<file path="src/rtl/hnef_pkg.sv">
`default_nettype none
// +----------------------------------------------------------------------+
// | Module   : hnef_pkg                                                  |
// | Purpose  : Shared state encodings, player codes and BCD helper.      |
// | Revision : 1.0                                                       |
// +----------------------------------------------------------------------+
package hnef_pkg;

    typedef enum logic [1:0] {
        ST_IDLE    = 2'd0,
        ST_RUN     = 2'd1,
        ST_PAUSED  = 2'd2,
        ST_TIMEOUT = 2'd3
    } state_t;

    localparam logic PLAYER_ATTACKER = 1'b0;
    localparam logic PLAYER_DEFENDER = 1'b1;

    // Converts 0..99 to two packed BCD digits {tens, ones}.
    function automatic logic [7:0] to_bcd2(input int val);
        int tens;
        int ones;
        tens = (val / 10) % 10;
        ones = val % 10;
        return {tens[3:0], ones[3:0]};
    endfunction

endpackage
`default_nettype wire

</file>
<file path="src/rtl/bcd2_down_counter.sv">
`default_nettype none
// +----------------------------------------------------------------------+
// | Module   : bcd2_down_counter                                         |
// | Purpose  : Two-digit BCD down counter, load over dec, sticks at 00.  |
// | Revision : 1.0                                                       |
// +----------------------------------------------------------------------+
module bcd2_down_counter #(
    parameter logic [7:0] RESET_VAL = 8'h00
) (
    input  logic       clk_in,
    input  logic       rst_n,
    input  logic       load,
    input  logic [7:0] load_val,
    input  logic       dec,
    output logic [7:0] q,
    output logic       zero
);

    logic [7:0] q_q;

    always_ff @(posedge clk_in) begin
        if (!rst_n) begin
            q_q <= RESET_VAL;
        end else if (load) begin
            q_q <= load_val;
        end else if (dec && (q_q != 8'h00)) begin
            if (q_q[3:0] == 4'd0) begin
                q_q <= {q_q[7:4] - 4'd1, 4'd9};
            end else begin
                q_q <= {q_q[7:4], q_q[3:0] - 4'd1};
            end
        end
    end

    assign q    = q_q;
    assign zero = (q_q == 8'h00);

endmodule
`default_nettype wire

</file>
<file path="src/rtl/game_turn_timer.sv">
`default_nettype none
// +----------------------------------------------------------------------+
// | Module   : game_turn_timer                                           |
// | Purpose  : Per-turn BCD countdown driven by game_clk rising edges.   |
// | Revision : 1.0                                                       |
// +----------------------------------------------------------------------+
module game_turn_timer
    import hnef_pkg::*;
#(
    parameter int TICKS_PER_SEC = 50,
    parameter int TURN_SECONDS  = 30
) (
    input  logic       clk_in,
    input  logic       rst_n,
    input  logic       game_clk,
    input  logic       start,
    input  logic       pause,
    input  logic       move_done,
    output logic       player,
    output logic [3:0] secs_tens,
    output logic [3:0] secs_ones,
    output logic       running,
    output logic       timeout,
    output logic       sec_pulse
);

    localparam int               SUB_W    = $clog2(TICKS_PER_SEC + 1);
    localparam logic [SUB_W-1:0] SUB_LAST = SUB_W'(TICKS_PER_SEC - 1);
    localparam logic [7:0]       RELOAD   = to_bcd2(TURN_SECONDS);

    state_t           state_q, state_d;
    logic             player_q, player_d;
    logic [SUB_W-1:0] sub_q, sub_d;
    logic             gclk_q;
    logic             running_q, timeout_q, sec_pulse_q;
    logic             w_tick, w_load, w_dec, w_zero;
    logic [7:0]       w_digits;

    assign w_tick = game_clk & ~gclk_q;

    // Zero is acted on one cycle after it appears so 00 is shown while running.
    always_comb begin
        state_d  = state_q;
        player_d = player_q;
        sub_d    = sub_q;
        w_load   = 1'b0;
        w_dec    = 1'b0;
        case (state_q)
            ST_RUN: begin
                if (start) begin
                    w_load   = 1'b1;
                    player_d = PLAYER_ATTACKER;
                    sub_d    = '0;
                end else if (move_done) begin
                    w_load   = 1'b1;
                    player_d = ~player_q;
                    sub_d    = '0;
                    if (pause) state_d = ST_PAUSED;
                end else if (w_zero) begin
                    state_d = ST_TIMEOUT;
                end else if (pause) begin
                    state_d = ST_PAUSED;
                end else if (w_tick) begin
                    if (sub_q == SUB_LAST) begin
                        sub_d = '0;
                        w_dec = 1'b1;
                    end else begin
                        sub_d = sub_q + SUB_W'(1);
                    end
                end
            end
            ST_PAUSED: begin
                if (start) begin
                    state_d  = ST_RUN;
                    w_load   = 1'b1;
                    player_d = PLAYER_ATTACKER;
                    sub_d    = '0;
                end else if (!pause) begin
                    state_d = ST_RUN;
                end
            end
            default: begin
                if (start) begin
                    state_d  = ST_RUN;
                    w_load   = 1'b1;
                    player_d = PLAYER_ATTACKER;
                    sub_d    = '0;
                end
            end
        endcase
    end

    always_ff @(posedge clk_in) begin
        if (!rst_n) begin
            state_q     <= ST_IDLE;
            player_q    <= PLAYER_ATTACKER;
            sub_q       <= '0;
            gclk_q      <= 1'b1;
            running_q   <= 1'b0;
            timeout_q   <= 1'b0;
            sec_pulse_q <= 1'b0;
        end else begin
            state_q     <= state_d;
            player_q    <= player_d;
            sub_q       <= sub_d;
            gclk_q      <= game_clk;
            running_q   <= (state_d == ST_RUN);
            timeout_q   <= (state_d == ST_TIMEOUT);
            sec_pulse_q <= w_dec;
        end
    end

    bcd2_down_counter #(
        .RESET_VAL (RELOAD)
    ) u_digits (
        .clk_in   (clk_in),
        .rst_n    (rst_n),
        .load     (w_load),
        .load_val (RELOAD),
        .dec      (w_dec),
        .q        (w_digits),
        .zero     (w_zero)
    );

    assign player    = player_q;
    assign secs_tens = w_digits[7:4];
    assign secs_ones = w_digits[3:0];
    assign running   = running_q;
    assign timeout   = timeout_q;
    assign sec_pulse = sec_pulse_q;

endmodule
`default_nettype wire

</file>
<file path="config.mk">
export PLATFORM = sky130hd
export DESIGN_NAME = game_turn_timer
export DESIGN_NICKNAME = d
export VERILOG_FILES = /design/src/rtl/hnef_pkg.sv /design/src/rtl/bcd2_down_counter.sv /design/src/rtl/game_turn_timer.sv
export SDC_FILE = /design/constraint.sdc
export NUM_CORES = 1
export LEC_CHECK = 0
export ABC_AREA = 1
export BUFFER_PORTS_ARGS = -buffer_cell sky130_fd_sc_hd__buf_2
export CAP_MARGIN = 25
export CORE_UTILIZATION = 50
export CTS_BUF_LIST = sky130_fd_sc_hd__clkbuf_4 sky130_fd_sc_hd__clkbuf_8 sky130_fd_sc_hd__clkbuf_16
export DETAILED_ROUTE_END_ITERATION = 12
export GPL_TIMING_DRIVEN = 0
export PLACE_DENSITY_LB_ADDON = 0.3
export SYNTH_ARGS = -nofsm -noshare
export SYNTH_HDL_FRONTEND = slang
export SYNTH_SLANG_ARGS = --single-unit
</file>
<file path="constraint.sdc">
create_clock -name clk_in -period 1.6 [get_ports clk_in]
set_clock_uncertainty 0.2 [all_clocks]
set_input_delay 0.08 -clock clk_in [delete_from_list [all_inputs] [get_ports clk_in]]
set_output_delay 0.08 -clock clk_in [all_outputs]
set_load 0.005 [all_outputs]
</file>
==> results of run 1 <==
-- through the flow --
step,power [W],hold slack (ps),utilization
6_report,0.00103,33.3,0.729
5_1_grt,0.00107,67.3,0.729
4_1_cts,0.00101,19.3,0.683
3_5_place_dp,0.000693,74.7,0.593
3_3_place_gp,0.000685,64.8,0.593
2_1_floorplan,0.000654,-51.3,-
-- critical path: stages, from the launching register on --
cell	delay (ps)
dfxtp_2	350
inv_2	70
ha_4	140
inv_4	50
nor2_4	80
nand2_2	70
nor2_4	110
nand2_4	110
nor2_4	120
nand2_1	70
nand2_1	60
inv_1	40
nor2_1	90
-- registers in the layout, indices dropped and copies added (netlist names) --
signal / flops
gclk_q: 1
player: 1
running: 1
sec_pulse: 1
state_q: 2
sub_q: 6
timeout: 1
u_digits.q: 8
-- kinds of logic (layout without fill, tap and decap cells) --
| group | count (synthesis) | after routing | share of synthesized area |
|---|---|---|---|
| buffers and inverters | 37 | 76 | 0.115 |
| AND/OR/NAND/NOR | 97 | 98 | 0.393 |
| flip-flops | 21 | 21 | 0.349 |
| adder cells (fa/ha/maj) | 6 | 6 | 0.0623 |
| AO/OA/AOI/OAI | 17 | 17 | 0.0810 |
-- synth_stat cells --
master	n	area, sq um
nand2_2	3	18.8
nor2_8	1	20.0
o21ai_0	6	30.0
dfxtp_1	21	420
o31ai_1	1	7.51
nor2_1	17	63.8
o211ai_1	1	7.51
nand3_1	19	95.1
nand3b_1	1	7.51
a21oi_1	7	35.0
nor2_2	2	12.5
nand2_1	43	161
inv_1	34	128
nor2_4	3	33.8
nor3_1	3	15.0
nand3_2	1	10.0
nand4_1	2	12.5
ha_1	6	75.1
nand2_4	2	22.5
a32o_1	1	10.0
a21o_1	1	7.51
inv_2	3	11.3
-- worst max-delay path by stage --
| stage | from | endpoint | slack [ps] | cells past startpoint |
|---|---|---|---|---|
| floorplan | u_digits.q[4] | u_digits.q[7] | 7 | 11 |
| global placement | state_q[1] | sub_q[5] | -110 | 9 |
| detailed placement | state_q[1] | u_digits.q[6] | -170 | 11 |
| CTS | state_q[1] | u_digits.q[6] | -40 | 11 |
| global route | state_q[1] | u_digits.q[7] | -140 | 12 |
| finish | state_q[1] | u_digits.q[3] | -20 | 12 |
-- routing by layer --
metal  GRT usage  wire length [um]
met1       0.261              1210
met2       0.421              1670
met3      0.0417                71
met4      0.0741                32
met5           0                 0
-- power groups by stage --
stage | Sequential [W] | Combinational, W | Clock [W]
2_1_floorplan | 0.000559 | 0.0000943 | 0
3_5_place_dp | 0.000561 | 0.000132 | 0
4_1_cts | 0.000551 | 0.000162 | 0.000294
6_report | 0.000552 | 0.000194 | 0.000286
3_3_place_gp | 0.000560 | 0.000125 | 0
5_1_grt | 0.000554 | 0.000211 | 0.000306
-- final cells by class --
cell class,count,area [sq um],area share
Tap cell,28,35.0,0.0215
Inverter,37,141,0.0869
Sequential cell,21,433,0.266
Clock buffer,4,30.0,0.0184
Timing Repair Buffer,35,233,0.143
Multi-Input combinational cell,121,756,0.464
-- repair_timing --
item,in CTS,in global routing
setup endpoints to repair,17,19
resized for setup,17,21
setup buffers,9,4
hold endpoints to repair,14,0
pin swaps,13,17
hold buffers,5,0
gates cloned,1,0
==> run summary, run 1 <==
Die Y: 51.1 um
IO Port Bufs: 17
Cell Pwr Density: 634 mW/mm^2
vias in the first global route: 1137
Congestion Overflow GR: 0
dpl cell area: 0.00133 sq mm
fillers: 173
hpwl dp: 1850 um
Pins Over Slew Limit: 0
drt pass-1 iters: 4
first-pass GRT wire length: 4540 um
Min-Delay Path Class: primary input to register
Syn-to-layout area delta: 35.1%
Rows: 17
Critical Path End Type: register
Yosys reg bits: 21
RSZ-0062 raised after global routing: yes
commonest cells after routing, fill and taps aside: 40 x nand2_1, 28 x inv_1, 17 x nor2_1, 17 x buf_2
dpl ws: -169 ps
clock share of power: 0.277
post-DR vias/cell: 5.10
post-route setup slack: -17.0 ps
Switching Share: 0.288
FF-to-FF End: u_digits.q[3]
Pint: 0.000734 W
DIE AREA: 0.00261 sq mm
wire length per cell: 12.1 um
CTS HTree Levels: 1
Syn Inst Count: 178
Cell Area, Synth: 0.00120 sq mm
Sw Pwr: 0.000297 W
Rel. slew slack: 0.807
# IOs: 18
Final Setup Violations: 5
clock sinks: 21
dpl cells: 223
Synthesis Warnings: 0
syn nets: 190
hold path endpoint: state_q[0]
clock latency on the worst-skew pair: 310 ps
Antenna Violating Nets Remaining: 0
Core Box Area: 0.00223 sq mm
buffer depth of the longest clock path: 2
initial antenna violation count: 0
part of the power in registers: 0.535
final instance count without filler cells: 246
syn avg cell area: 6.77 sq um
NumNets Final: 231
worst hold start: start
CTS buffer count: 3
# diodes: 0
commonest non-fill, non-tap cell in the layout: nand2_1
worst endpoint required time: 1660 ps
fin crit share: 1.01
total of max-cap violations: 0
fraction of layout cells with a size suffix above 1: 0.362
worst vdd ir: 0.492 mV
worst slew pin tran: 288 ps
TNS Setup: -50.6 ps
register area share after synthesis: 0.349
failing checks: negative setup slack
leakage: 0.795 nW
largest net degree at the start of global routing: 12
Crit path arrival time: 1670 ps
crit path time final: 1620 ps
critical path startpoint category: register
fmax: 618 MHz
Hold Path Depth: 5
DRC viols: 0
Register-to-Register Path Depth: 12
CTS tree: yes
Vias: 1255
Die X: 51.1 um
1st-iter DRT viols: 26
Worst Setup Path Type: register to register
total track usage: 0.228
clk root buf: clkbuf_4
Comb power frac: 0.188
reg2reg setup slack: -20 ps
Worst-path clk slew: 120 ps
cell area after layout: 0.00163 sq mm
reg2reg start: state_q[1]
Initial Util: 0.539
final hold viol count: 0
status: finished, violations left
routability cong.: 0.819
worst-path maximum fanout: 6
Yosys cell types: 22
total wire length: 2980 um
Note: power is estimated with default switching activity, not from simulation.
==> inputs of run 2 (changes only) <==
--- a/config.mk
+++ b/config.mk
@@ -8,10 +8,10 @@
 export ABC_AREA = 1
 export BUFFER_PORTS_ARGS = -buffer_cell sky130_fd_sc_hd__buf_2
 export CAP_MARGIN = 25
+export CORE_MARGIN = 10
 export CORE_UTILIZATION = 50
 export CTS_BUF_LIST = sky130_fd_sc_hd__clkbuf_4 sky130_fd_sc_hd__clkbuf_8 sky130_fd_sc_hd__clkbuf_16
 export DETAILED_ROUTE_END_ITERATION = 12
-export GPL_TIMING_DRIVEN = 0
 export PLACE_DENSITY_LB_ADDON = 0.3
 export SYNTH_ARGS = -nofsm -noshare
 export SYNTH_HDL_FRONTEND = slang
==> run summary, run 2 (same netlist as run 1, synthesis figures left out) <==
Cell Pwr Density: 612 mW/mm^2 (was 634 mW/mm^2)
worst hold start: start (unchanged)
DRC viols: 0 (unchanged)
clock sinks: 21 (unchanged)
IO Port Bufs: 17 (unchanged)
Worst Setup Path Type: register to register (unchanged)
NumNets Final: 236 (was 231)
crit path to: u_digits.q[3] (unchanged)
critical path startpoint category: register (unchanged)
dpl ws: -89.0 ps (was -169 ps)
commonest non-fill, non-tap cell in the layout: nand2_1 (unchanged)
total of max-cap violations: 0 (unchanged)
DIE AREA: 0.00477 sq mm (was 0.00261 sq mm)
max reg flops: 8 (unchanged)
Rel. slew slack: 0.810 (was 0.807)
Die Y: 69.1 um (was 51.1 um)
buffer depth of the longest clock path: 2 (unchanged)
Rows: 17 (unchanged)
family with the most delay on the worst path: simple AND/OR/NAND/NOR gates (unchanged)
failing checks: negative setup slack (unchanged)
Antenna Violating Nets Remaining: 0 (unchanged)
initial antenna violation count: 1 (was 0)
Die X: 69.1 um (was 51.1 um)
drt pass-1 iters: 4 (unchanged)
post-DR vias/cell: 4.99 (was 5.10)
fraction of layout cells with a size suffix above 1: 0.359 (was 0.362)
Vias: 1258 (was 1255)
CP cell instances: inv_2, ha_4, inv_4, nand2_1, nand2_1, nand2_1, inv_2, nand2_1, nor2_1 (was inv_2, ha_4, inv_4, nor2_4, nand2_2, nor2_4, nand2_4, nor2_4, nand2_1, nand2_1, inv_1, nor2_1)
RSZ-0062 raised after global routing: yes (unchanged)
1st-iter DRT viols: 55 (was 26)
vias in the first global route: 1266 (was 1137)
Register-to-Register Path Depth: 9 (was 12)
worst-path maximum fanout: 6 (unchanged)
CTS HTree Levels: 1 (unchanged)
total track usage: 0.126 (was 0.228)
FF-to-FF End: u_digits.q[3] (unchanged)
crit path time final: 1620 ps (about the same)
hpwl dp: 2280 um (was 1850 um)
worst endpoint required time: 1660 ps (about the same)
reg2reg setup slack: -20 ps (about the same)
largest net degree at the start of global routing: 13 (was 12)
Congestion Overflow GR: 0 (unchanged)
stages on the worst setup path: 9 (was 12)
Crit path arrival time: 1680 ps (was 1670 ps)
CTS buffer count: 3 (unchanged)
# IOs: 18 (unchanged)
routability cong.: 0.830 (was 0.819)
reg2reg start: state_q[1] (unchanged)
Worst-path clk slew: 130 ps (was 120 ps)
fillers: 190 (was 173)
leakage: 0.815 nW (was 0.795 nW)
Sequential Area: 429 sq um (was 433 sq um)
fmax: 617 MHz (was 618 MHz)
worst vdd ir: 0.571 mV (was 0.492 mV)
TNS Setup: -31.5 ps (was -50.6 ps)
Final Setup Violations: 3 (was 5)
Worst path max stage delay: 360 ps (was 350 ps)
CTS tree: yes (unchanged)
area of the multi-input gates: 753 sq um (was 756 sq um)
Core Box Area: 0.00225 sq mm (was 0.00223 sq mm)
worst slew pin tran: 282 ps (was 288 ps)
Min-Delay Path Class: primary input to register (unchanged)
most used cell, CP: nand2_1 (was nor2_4)
Pins Over Slew Limit: 0 (unchanged)
Initial Util: 0.534 (was 0.539)
status: finished, violations left (unchanged)
wire length per cell: 12.8 um (was 12.1 um)
Worst setup startpoint: state_q[1] (unchanged)
Crit-path slowest cell: dfxtp_2 (unchanged)
first-pass GRT wire length: 5260 um (was 4540 um)
number of buffers and inverters on the critical path: 3 (unchanged)
post-route setup slack: -20.9 ps (was -17.0 ps)
final hold viol count: 0 (unchanged)
clk root buf: clkbuf_4 (unchanged)
Syn-to-layout area delta: 37.9% (was 35.1%)
fin crit share: 1.01 (about the same)
Critical Path End Type: register (unchanged)
total wire length: 3240 um (was 2980 um)
commonest cells after routing, fill and taps aside: 40 x nand2_1, 28 x inv_1, 17 x nor2_1, 17 x buf_2, 17 x buf_4 (was 40 x nand2_1, 28 x inv_1, 17 x nor2_1, 17 x buf_2)
clock latency on the worst-skew pair: 310 ps (about the same)
-- run 2: area by class of cell --
| type | count | area share |
|---|---|---|
| clock inverter | 1 | 0.00301 |
| sequential | 21 | 0.258 |
| multi-input combinational | 121 | 0.453 |
| tap | 28 | 0.0211 |
| clock buffer | 3 | 0.0136 |
| inverter | 37 | 0.0851 |
| timing repair buffer | 40 | 0.164 |
| antenna | 1 | 0.00151 |
-- run 2: how the worst min path moves through the flow --
| stage | to | slack, ps | depth (start not counted) |
|---|---|---|---|
| final | state_q[0] | 30 | 5 |
| after global routing | u_digits.q[0] | 60 | 6 |
| after CTS | state_q[0] | 30 | 5 |
| after detailed placement | gclk_q | 80 | 3 |
| after global placement | gclk_q | 70 | 3 |
| after floorplan | gclk_q | -50 | 1 |
-- run 2: what timing repair did --
item                                    CTS  global route
hold buffers                              6             0
setup buffers                             2             0
pin swaps                                14             8
resized for setup                        12            23
cloned                                    1             0
hold endpoints to repair                 12             0
endpoints found under the setup margin   14            19
-- run 2: report_power, final --
part | internal (W) | total [W] | switching [W]
Sequential | 0.000540 | 0.000553 | 0.0000131
Combinational | 0.0000806 | 0.000198 | 0.000117
Clock | 0.0000933 | 0.000266 | 0.000172
Total | 0.000714 | 0.00102 | 0.000303
-- run 2: through the flow --
stage | hold WS [ps] | power (W) | instance area (sq um) | util | cells
after floorplan | -51.3 | 0.000654 | 1200 | - | 178
after global placement | 69.9 | 0.000705 | 1440 | 0.638 | 238
after detailed placement | 77.0 | 0.000714 | 1440 | 0.638 | 238
after CTS | 32.7 | 0.000990 | 1580 | 0.703 | 251
after global routing | 61.9 | 0.00107 | 1660 | 0.737 | 252
final | 26.1 | 0.00102 | 1660 | 0.737 | 252
-- run 2: tightest hold or removal path: cells and delay by family --
kind / cells / cell delay (ps)
buf+inv: 3 / 240
simple gates: 2 / 190
-- run 2: layer usage --
| layer | routed length, um | track usage | vias up |
|---|---|---|---|
| met4 | 109 | 0.0732 | 0 |
| met2 | 1560 | 0.204 | 36 |
| li1 | - | - | 644 |
| met3 | 198 | 0.0428 | 14 |
| met5 | 0 | 0 | - |
| met1 | 1370 | 0.138 | 564 |
